==> config.mk <==
export PLATFORM = sky130hd
export DESIGN_NAME = angle_move_sequencer
export DESIGN_NICKNAME = d
export VERILOG_FILES = /design/src/rtl/bpv_pkg.sv /design/src/rtl/seq_timer.sv /design/src/rtl/angle_move_sequencer.sv
export SDC_FILE = /design/constraint.sdc
export NUM_CORES = 1
export LEC_CHECK = 0
export ABC_CLOCK_PERIOD_IN_PS = 3800
export BUFFER_PORTS_ARGS = -buffer_cell sky130_fd_sc_hd__buf_2
export CORE_ASPECT_RATIO = 1.1
export CORE_MARGIN = 2
export CORE_UTILIZATION = 55
export CTS_CLUSTER_DIAMETER = 50
export CTS_CLUSTER_SIZE = 8
export DETAILED_ROUTE_END_ITERATION = 8
export GPL_ROUTABILITY_DRIVEN = 0
export GPL_TIMING_DRIVEN = 0
export PLACE_DENSITY = 0.78
export REMOVE_ABC_BUFFERS = 1
export SYNTH_ARGS = -nofsm -noshare
export SYNTH_HDL_FRONTEND = slang
export SYNTH_SLANG_ARGS = --single-unit
==> constraint.sdc <==
create_clock -name clk -period 3.8 [get_ports clk]
set_input_delay 0.38 -clock clk [delete_from_list [all_inputs] [get_ports clk]]
set_output_delay 0.38 -clock clk [all_outputs]
set_load 0.01 [all_outputs]
==> src/rtl/bpv_pkg.sv <==
// Shared definitions for the angle/reflector move sequencer: state encoding,
// source identifiers and the default position width.
package bpv_pkg;

  localparam int unsigned DEF_ANGLE_W = 5;

  localparam logic [2:0] IDLE   = 3'd0;
  localparam logic [2:0] STOW   = 3'd1;
  localparam logic [2:0] MOVE   = 3'd2;
  localparam logic [2:0] SETTLE = 3'd3;
  localparam logic [2:0] REFL   = 3'd4;
  localparam logic [2:0] DONE   = 3'd5;

  localparam logic SRC_MANUAL = 1'b1;
  localparam logic SRC_AUTO   = 1'b0;

  typedef enum logic [2:0] {
    StIdle   = IDLE,
    StStow   = STOW,
    StMove   = MOVE,
    StSettle = SETTLE,
    StRefl   = REFL,
    StDone   = DONE
  } seq_state_e;

  function automatic int unsigned max3(input int unsigned a, input int unsigned b,
                                       input int unsigned c);
    int unsigned m;
    m = (a > b) ? a : b;
    return (m > c) ? m : c;
  endfunction

endpackage

==> src/rtl/seq_timer.sv <==
// Loadable down-counter shared by every timed wait in the sequencer.
// expire is high during the last counted cycle, so a load of N acts N edges later.
module seq_timer #(
  parameter int unsigned CNT_W = 6
) (
  input  logic             clk,
  input  logic             res_n,
  input  logic             load,
  input  logic [CNT_W-1:0] load_val,
  output logic             expire
);

  logic [CNT_W-1:0] cnt_q;

  always_ff @(posedge clk or negedge res_n) begin
    if (!res_n) begin
      cnt_q <= '0;
    end else if (load) begin
      cnt_q <= load_val;
    end else if (cnt_q != '0) begin
      cnt_q <= cnt_q - CNT_W'(1);
    end
  end

  assign expire = (cnt_q == CNT_W'(1));

endmodule

==> src/rtl/angle_move_sequencer.sv <==
// Arbitrates manual/automatic setpoints and sequences reflector stow, slew-limited
// motor stepping, mechanical settle and reflector deploy for one panel axis.
module angle_move_sequencer
  import bpv_pkg::*;
#(
  parameter int unsigned ANGLE_W    = DEF_ANGLE_W,
  parameter int unsigned ANGLE_MAX  = 24,
  parameter int unsigned STEP_DIV   = 16,
  parameter int unsigned SETTLE_CYC = 8,
  parameter int unsigned REFL_CYC   = 32
) (
  input  logic               clk,
  input  logic               res_n,
  input  logic               man_valid,
  input  logic [ANGLE_W-1:0] man_angle,
  input  logic               man_refl,
  output logic               man_ready,
  input  logic               auto_valid,
  input  logic [ANGLE_W-1:0] auto_angle,
  input  logic               auto_refl,
  output logic               auto_ready,
  input  logic               abort,
  output logic               motor_step,
  output logic               motor_dir,
  output logic               refl_drive,
  output logic [ANGLE_W-1:0] angle_pos,
  output logic               grant_src,
  output logic               busy,
  output logic               done,
  output logic               aborted
);

  localparam int unsigned TmrMax = max3(STEP_DIV, SETTLE_CYC, REFL_CYC);
  localparam int unsigned TmrW   = $clog2(TmrMax + 1);

  localparam logic [TmrW-1:0]    TmrStep   = TmrW'(STEP_DIV);
  localparam logic [TmrW-1:0]    TmrSettle = TmrW'(SETTLE_CYC);
  localparam logic [TmrW-1:0]    TmrRefl   = TmrW'(REFL_CYC);
  localparam logic [ANGLE_W-1:0] AngleMax  = ANGLE_W'(ANGLE_MAX);

  seq_state_e         state_q;
  logic [ANGLE_W-1:0] angle_pos_q;
  logic [ANGLE_W-1:0] tgt_q;
  logic               tgt_refl_q;
  logic               refl_drive_q;
  logic               refl_wait_q;
  logic               motor_step_q;
  logic               motor_dir_q;
  logic               grant_src_q;
  logic               done_q;
  logic               aborted_q;

  logic               ready;
  logic               accept;
  logic [ANGLE_W-1:0] sel_angle;
  logic [ANGLE_W-1:0] sel_clamp;
  logic               sel_refl;
  logic               need_stow;
  logic               abort_act;
  logic               tmr_load;
  logic [TmrW-1:0]    tmr_val;
  logic               tmr_expire;

  assign ready      = (state_q == StIdle);
  assign man_ready  = ready;
  assign auto_ready = ready & ~man_valid;
  assign accept     = ready & (man_valid | auto_valid);

  // Manual wins whenever it is valid; auto is only selected when manual is idle.
  assign sel_angle = man_valid ? man_angle : auto_angle;
  assign sel_refl  = man_valid ? man_refl : auto_refl;
  assign sel_clamp = (sel_angle > AngleMax) ? AngleMax : sel_angle;
  assign need_stow = refl_drive_q & (sel_clamp != angle_pos_q);
  assign abort_act = abort & (state_q != StIdle);

  always_comb begin
    tmr_load = 1'b0;
    tmr_val  = '0;
    if (abort_act) begin
      tmr_load = 1'b1;
    end else begin
      unique case (state_q)
        StIdle: begin
          if (accept) begin
            tmr_load = 1'b1;
            tmr_val  = need_stow ? TmrRefl : TmrStep;
          end
        end
        StStow: begin
          if (tmr_expire) begin
            tmr_load = 1'b1;
            tmr_val  = TmrStep;
          end
        end
        StMove: begin
          if (angle_pos_q == tgt_q) begin
            tmr_load = 1'b1;
            tmr_val  = TmrSettle;
          end else if (tmr_expire) begin
            tmr_load = 1'b1;
            tmr_val  = TmrStep;
          end
        end
        StSettle: begin
          if (tmr_expire && (refl_drive_q != tgt_refl_q)) begin
            tmr_load = 1'b1;
            tmr_val  = TmrRefl;
          end
        end
        default: ;
      endcase
    end
  end

  seq_timer #(
    .CNT_W(TmrW)
  ) u_timer (
    .clk     (clk),
    .res_n   (res_n),
    .load    (tmr_load),
    .load_val(tmr_val),
    .expire  (tmr_expire)
  );

  always_ff @(posedge clk or negedge res_n) begin
    if (!res_n) begin
      state_q      <= StIdle;
      angle_pos_q  <= '0;
      tgt_q        <= '0;
      tgt_refl_q   <= 1'b0;
      refl_drive_q <= 1'b0;
      refl_wait_q  <= 1'b0;
      motor_step_q <= 1'b0;
      motor_dir_q  <= 1'b0;
      grant_src_q  <= SRC_AUTO;
      done_q       <= 1'b0;
      aborted_q    <= 1'b0;
    end else begin
      motor_step_q <= 1'b0;
      done_q       <= 1'b0;
      aborted_q    <= 1'b0;
      if (abort_act) begin
        // Position and reflector freeze where they are; no further steps.
        state_q   <= StIdle;
        aborted_q <= 1'b1;
      end else begin
        unique case (state_q)
          StIdle: begin
            if (accept) begin
              tgt_q       <= sel_clamp;
              tgt_refl_q  <= sel_refl;
              grant_src_q <= man_valid ? SRC_MANUAL : SRC_AUTO;
              refl_wait_q <= 1'b0;
              if (need_stow) begin
                refl_drive_q <= 1'b0;
                state_q      <= StStow;
              end else begin
                state_q <= StMove;
              end
            end
          end
          StStow: begin
            if (tmr_expire) state_q <= StMove;
          end
          StMove: begin
            if (angle_pos_q == tgt_q) begin
              state_q <= StSettle;
            end else if (tmr_expire) begin
              motor_step_q <= 1'b1;
              motor_dir_q  <= (tgt_q > angle_pos_q);
              angle_pos_q  <= (tgt_q > angle_pos_q) ? angle_pos_q + ANGLE_W'(1)
                                                    : angle_pos_q - ANGLE_W'(1);
            end
          end
          StSettle: begin
            if (tmr_expire) begin
              state_q <= StRefl;
              if (refl_drive_q != tgt_refl_q) begin
                refl_drive_q <= tgt_refl_q;
                refl_wait_q  <= 1'b1;
              end
            end
          end
          StRefl: begin
            if (!refl_wait_q || tmr_expire) begin
              state_q     <= StDone;
              done_q      <= 1'b1;
              refl_wait_q <= 1'b0;
            end
          end
          StDone: begin
            state_q <= StIdle;
          end
          default: begin
            state_q <= StIdle;
          end
        endcase
      end
    end
  end

  assign motor_step = motor_step_q;
  assign motor_dir  = motor_dir_q;
  assign refl_drive = refl_drive_q;
  assign angle_pos  = angle_pos_q;
  assign grant_src  = grant_src_q;
  assign busy       = (state_q != StIdle);
  assign done       = done_q;
  assign aborted    = aborted_q;

endmodule

Word-level counts from Yosys, hierarchy flattened
Cells that the tools add are included.
- add/subtract/negate cells: 3
- reduce and logical (&&, ||, !) cells: 14
- shift-type cells: 0
- equality and inequality tests: 18
- bitwise operators: 8
- $lt $le $gt $ge: 2
- mux-type cells: 45
- divide/modulo/power cells: 0
- multipliers: 0
- operator list (kind ; count):
    $mux 6 ; 7
    $pmux 6 s4 ; 1
    $mux 1 ; 22
    $mux 5 ; 4
    $mux 3 ; 6
    $pmux 3 s5 ; 1
    $ne 3x3->1 const B ; 4
    $reduce_and 6->1 ; 2
    $eq 3x2->1 const B ; 2
    $eq 6x1->1 const B ; 1
    $ne 2x2->1 const B ; 3
    $reduce_bool 3->1 ; 2
    $reduce_bool 6->1 ; 1
    $sub 6x1->6 const B ; 1
    $add 5x1->5 const B ; 1
    $eq 5x5->1 ; 1
    $gt 5x5->1 ; 1
    $gt 5x5->1 const B ; 1
    $ne 5x5->1 ; 1
    $reduce_and 5->1 ; 1
    $sub 5x1->5 const B ; 1
    $and 1x1->1 ; 4
    $ne 2x1->1 const B ; 2
    $pmux 1 s4 ; 1
    16 further kinds ; 19
- word-level logic and storage cells: 102
- memories: 0
- bits in latches: 0
- memory bits (read-only): 0
- output and inout port bits: 14
- bits of input ports: 17
- memory bits (writable): 0
- register bits after elaboration: 27

Longest topological paths before layout
Gate-level depths: netlist of run 1.
- word-level depth: 10
- gate-level depth with buffers: 12
- mapped depth without buffers: 12

Cells and area by module
A second synthesis of run 1 with hierarchy kept.
- cell total of the unflattened synthesis: 202
- area, all modules: 1824.2 µm²
- modules (own cells, without submodules) (module ; area each (µm²) ; instances ; cells an instance):
    angle_move_sequencer ; 1441.4 ; 1 ; 159
    seq_timer ; 382.9 ; 1 ; 43

Worst setup path before layout of run 1
Ideal clock, no wire load.
- path kind: register -> register
- from: register angle_pos_q[1], in the netlist angle_pos[1]
- to: register angle_pos_q[4], in the netlist angle_pos[4]
- setup time: 0.127 ns
- cell stages (with the launch flop): 13
- path buffers: 0
- arrival time: 2.622 ns
- slack: 1.051 ns
- data required time: 3.673 ns
- clock period less this slack: 2.749 ns
- path through: dfrtp_1 inv_1 ha_1 and3_1 a221o_1 a21oi_1 or2_2 ha_1 a21o_1 a21oi_1 xnor2_1 nand2_1 xnor2_1
- longest elaborated chain between the ends: 3
- elaborated cells on any way between the ends: 7
- classes of those cells: 2 x add/sub; 1 x order compare; 1 x eq/ne; 1 x mux; 1 x bitwise; 1 x reduce/logical
- RTL lines (what ; RTL line ; RTL):
    from (decl) ; angle_move_sequencer.sv:42 ; logic [ANGLE_W-1:0] angle_pos_q;
    from (signal assigned) ; angle_move_sequencer.sv:171 ; angle_pos_q <= (tgt_q > angle_pos_q) ? angle_pos_q + ANGLE_W'(1)
    parallel branches: the longest is 3 deep, another holds $sub 5x1->5 ; - ;
Several ways; the timed one is not identified.
A chain may end at the register's enable or synchronous reset.

Worst setup path in the final report of run 1
Ends and elaborated chain as after synthesis.

==> flow_summary.toml, run 1 <==
[power_and_ir_drop]
pwr_density_cell_nw_per_um2 = 870
vdd_ir_drop_max_mv = 0.538
power.leakage_nw = 0.953

[cells_and_area]
nNetsFinal = 254
seqCellArea_um2 = 676
multi_input_area_um2 = 1040
final_cell_mix = "buf_2 (30), dfrtp_1 (27), nand2_1 (19)"
final_common_cell = "buf_2"
fin_util_pct = 64.4
layout-drive-gt1-share_pct = 18.2
syn_to_final_growth_pct = 9.92
insertedDiodeCount = 0
instances_no_fill = 259
nFillCells = 290

[logic_synthesis]
yosysSeqAreaShare_pct = 37.2
synth_ff_type = "dfrtp_1"
synth_warnings = 0
syn_area_um2 = 1820
synth-seq-cells = 27
synth_area_leaders = "dfrtp_1 (37%), ha_1 (6.9%), xnor2_1 (5.3%)"
synth_top_area_share_pct = 37.2
postSynthCellCount = 198
avgSynthCellArea_um2 = 9.18
synth_edf_count = 0
ys_types = 48
synth_largest_area_cell = "dfrtp_1"
async_reset_ff_share_pct = 100

[floorplanning]
die_height_um = 64.3
die_area_um2 = 3780
die_w_um = 58.8
core_um2 = 3100
pin_count = 31
start_util_pct = 58.6
rows = 21

[global_route]
grt_pass1_wl_mm = 6.76
overflow = 0
grt_max_degree = 28
grt_pass1_vias = 1508
grt_usage_pct = 22.8
antenna_found_initial = 0

[timing]
rsz0062_at_grt = "no"
tns_ns = 0
setup_viol = 0
slew_headroom_pct = 18.9
fin_crit_sh_pct = 81.0
hold_viol_final = 0
layout_min_cycle_time_ns = 3.08
finClkSkew_ns = 0.00288
finalMaxSlewViolations = 0
fmax_mhz = 325
worst_slew_pin_slew_ns = 1.20
fin_ws_ns = 0.722

[outcome]
status = "finished with violations"
violations = "DRC"

[placed_design]
place_ws_ns = 0.694
port_buffers = 30
dp.final_hpwl_mm = 2.91
dp_cells = 255

[routing]
antenna_left = 0
drc = 1
post_drt_wl_per_cell_um = 14.6
routed_wl_mm = 3.78
vias = 1494
drt_iter0_markers = 35
drtPass1Iterations = 6
vias_per_cell = 5.77

[clock_tree]
cts.path.max_buffers = 2
clk_transition_reported_paths_ns = 0.15
clk_latency_ns = 0.33
cts_tree = "yes"
cts.sinks = 27
cts-resized-gates = 0
post-cts-setup-buffer-count = 0
cts-buffers-inserted = 3
cts_root_buf = "clkbuf_4"
cts_htree_levels = 1
postCtsHoldBufs = 0

[worst_hold_path]
hold_path.class = "in2async"

[critical_path]
cp.required_ns = 4.04
end_kind = "flip-flop"
worst-setup-path-type = "reg2reg"
crit_fanout = 6
cp-start-kind = "flip-flop"
critPathTopFamily = "compound AO/OA/AOI/OAI gates"
max_stage_delay_ns = 0.51
path_cells = "inv_1 > ha_1 > and3_1 > a221o_1 > a21oi_1 > or2_2 > ha_1 > a21o_1 > a21oi_1 > xnor2_1 > nand2_1 > xnor2_1"
crit_buf_inv = 1
worst_path_max_delay_cell = "dfrtp_1"
cp.arrival_ns = 3.32

[flow_run]
drv_cap = 0
[synthesized netlist by cell type (3+ instances only)]
library cell / n
nor2_1: 14
xnor2_1: 11
a21oi_1: 8
nand2_1: 19
mux2i_1: 8
clkbuf_1: 4
inv_1: 16
nand3_1: 4
or3_1: 4
a21o_1: 3
dfrtp_1: 27
and3_1: 3
a211oi_1: 4
nor3_1: 4
ha_1: 10
o21ai_0: 14
xor2_1: 4
[sequential cells by signal, summed over array words and instances, names as in the netlist]
signal,count
tgt_q,5
angle_pos,5
refl_drive,1
grant_src,1
tgt_refl_q,1
motor_dir,1
u_timer.cnt_q,6
refl_wait_q,1
state_q,3
motor_step,1
done,1
aborted,1
[power by group]
part	switching [mW]	leakage [nW]	internal, mW
Sequential	0.143	0.341	0.402
Clock	0.0907	0.0139	0.0404
Combinational	0.565	0.598	0.496
[routing by layer]
metal	up-vias	wire length, µm	GRT usage, %
met5	-	0	0
met4	0	64	7.95
met3	7	103	2.43
met2	34	1860	37.9
met1	691	1750	30.4
li1	762	-	-
[metrics by stage]
stage | instance area (µm²) | hold WS [ns] | total power [mW]
after global placement | 1970 | 0.422 | 1.57
after CTS | 2000 | 0.0470 | 1.74
final | 2000 | 0.0313 | 1.74
after detailed placement | 1970 | 0.429 | 1.61
after global routing | 2000 | 0.0714 | 1.92
after floorplan | 1770 | 0.0844 | 1.33
[layout make-up]
class	count	share of cell area, %
flip-flops and latches	27	33.8
clock buffers	3	1.13
repair buffers	30	7.52
clock inverters	1	0.376
well taps	34	2.13
inverters	16	3.01
multi-input cells	148	52.0
[path summary, 6_finish.rpt]
kind | from | endpoint | slack, ns | depth (start not counted)
min in group clk | abort | state_q[2] | 0.33 | 2
max | angle_pos[1] | angle_pos[4] | 0.72 | 12
min reg2reg | tgt_q[2] | tgt_q[2] | 0.51 | 2
max reg2reg | angle_pos[1] | angle_pos[4] | 0.72 | 12
max in group asynchronous | res_n | state_q[1] | 3.38 | 1
min | res_n | state_q[2] | 0.03 | 1
[cell families (layout without fill, tap and decap cells)]
logic type	Yosys count	in the layout	share of synthesized area, %
compound gates	52	52	19.6
xor+xnor	15	15	7.23
fa+ha+maj	11	11	7.99
buf+inv	23	50	5.65
flops	27	27	37.2
mux	9	9	5.17
simple gates	61	61	17.1
Note: power is estimated with default switching activity, not from simulation.
==> run 2, diff against run 1 <==
- ABC_CLOCK_PERIOD_IN_PS: 3800 -> 3200
- clock period: 3.8 -> 3.2 ns (I/O delays scaled with it)
==> flow_summary.toml, run 2 (synthesized netlist as in run 1, its figures left out) <==
[critical_path]
reg2reg_slack_ns = 0.19
crit_path_end = "angle_pos[4]"
cp-start-kind = "flip-flop"
worst_r2r_path_depth = 12
end_kind = "flip-flop"
worst-setup-path-type = "reg2reg"
r2r_start = "angle_pos[2]"
startpoint = "angle_pos[2]"
cp.required_ns = 3.44
cp.arrival_ns = 3.25
crit_fanout = 5
timing.rr.end = "angle_pos[4]"

[global_route]
grt_pass1_vias = 1508
overflow = 0
antenna_found_initial = 0
grt_usage_pct = 22.8
grt_max_degree = 28
grt_pass1_wl_mm = 6.76

[power_and_ir_drop]
power.leakage_nw = 0.975
switchingPower_uw = 951
p_sw_share_pct = 45.3
clkPwrFrac_pct = 7.5
p_comb_share_pct = 62.2
p_int_mw = 1.15
vdd_ir_drop_max_mv = 0.641
seq_power_share_pct = 30.4
pwr_density_cell_nw_per_um2 = 1030
power_mw = 2.10

[timing]
hold_viol_final = 0
tns_ns = 0
rsz0062_at_grt = "no"
layout_min_cycle_time_ns = 3.01
fmax_mhz = 332
finalMaxSlewViolations = 0
finClkSkew_ns = 0.00409
fin_crit_sh_pct = 94.0
setup_viol = 0
worst_slew_pin_slew_ns = 1.20
slew_headroom_pct = 19.1

[cells_and_area]
nNetsFinal = 259
final_common_cell = "buf_2"
largest-register = "u_timer.cnt_q"
postLayoutCellArea_um2 = 2040
layout-drive-gt1-share_pct = 20.0
final_cell_mix = "buf_2 (30), dfrtp_1 (26), nand2_1 (19)"
insertedDiodeCount = 0
syn_to_final_growth_pct = 12.2
largest_reg_flops = 6

[clock_tree]
clk_latency_ns = 0.33
cts_htree_levels = 1
cts_tree = "yes"
cts_root_buf = "clkbuf_4"
clk_transition_reported_paths_ns = 0.15
cts.sinks = 27
cts-buffers-inserted = 3
cts.path.max_buffers = 2

[flow_run]
drv_cap = 0

[placed_design]
dp.final_hpwl_mm = 2.91
port_buffers = 30
placed_area_um2 = 1970

[outcome]
violations = "DRC"
status = "finished with violations"

[floorplanning]
pin_count = 31
core_um2 = 3100
die_height_um = 64.3
rows = 21
die_area_um2 = 3780
die_w_um = 58.8
start_util_pct = 58.6

[routing]
drtPass1Iterations = 6
drt_iter0_markers = 27
vias = 1522
routed_wl_mm = 3.81
antenna_left = 0
post_drt_wl_per_cell_um = 14.4
drc = 1
vias_per_cell = 5.77

[worst_hold_path]
holdCritStartpoint = "abort"
hold_path.class = "in2reg"
==> run 2: changes by cell type in the layout (fill, tap and decap cells not counted) <==
cell           before  now
dfrtp_2             0    1
dfrtp_1            27   26
dlygate4sd3_1       0    1
buf_4               0    4
==> run 2: how the worst min path moves through the flow <==
stage                 end  cells after the start
3_5_place_dp   state_q[2]                      1
4_1_cts        state_q[2]                      2
3_3_place_gp   state_q[2]                      1
5_1_grt              done                      2
6_report       state_q[2]                      2
2_1_floorplan     aborted                      0
==> run 2: through the flow <==
stage               hold WS [ns]  instances  setup slack (ns)  util, %
finish                     0.270        264             0.191     65.7
detailed placement         0.369        255            0.0937     63.4
CTS                        0.261        260            0.0706     64.7
floorplan                 0.0244        191             0.451        -
global route               0.271        264            0.0120     65.7
global placement           0.362        255             0.220     63.4
==> run 2: area by class of cell <==
type / instances / area, µm²
Timing Repair Buffer: 35 / 190
Fill cell: 281 / 1060
Tap cell: 34 / 42.5
Clock buffer: 3 / 22.5
Multi-Input combinational cell: 148 / 1040
Clock inverter: 1 / 7.51
Sequential cell: 27 / 677
Inverter: 16 / 60.1
==> run 2: worst max-delay path: stages (launching register included) <==
cell and delay (ns):
dfrtp_1 0.43, inv_1 0.07, ha_1 0.32, and3_1 0.21, a221o_1 0.34, a21oi_1 0.25, or2_2 0.22, ha_1 0.27
a21o_1 0.18, a21oi_1 0.20, xnor2_1 0.15, nand2_1 0.10, xnor2_1 0.15
==> run 2: timing repair <==
action,CTS,global route
resized for setup,0,1
setup endpoints to repair,0,2
setup buffers,0,4
hold buffers,1,0
endpoints found under the hold margin,27,0
==> run 2: metal layers <==
layer	part of all wire, %	global-route usage (%)	routed length [µm]	vias up
met1	47	30.4	1790	707
met5	0	0	0	-
met4	1.7	7.95	64	0
li1	-	-	-	772
met2	49	37.9	1850	36
met3	2.8	2.43	106	7
==> run 2: power by group through the flow <==
| stage | clock network [mW] | registers (mW) | logic (mW) |
|---|---|---|---|
| 6_report | 0.156 | 0.637 | 1.30 |
| 5_1_grt | 0.174 | 0.659 | 1.48 |
| 4_1_cts | 0.161 | 0.648 | 1.26 |
| 3_5_place_dp | 0 | 0.658 | 1.25 |
| 3_3_place_gp | 0 | 0.649 | 1.21 |
| 2_1_floorplan | 0 | 0.639 | 0.946 |
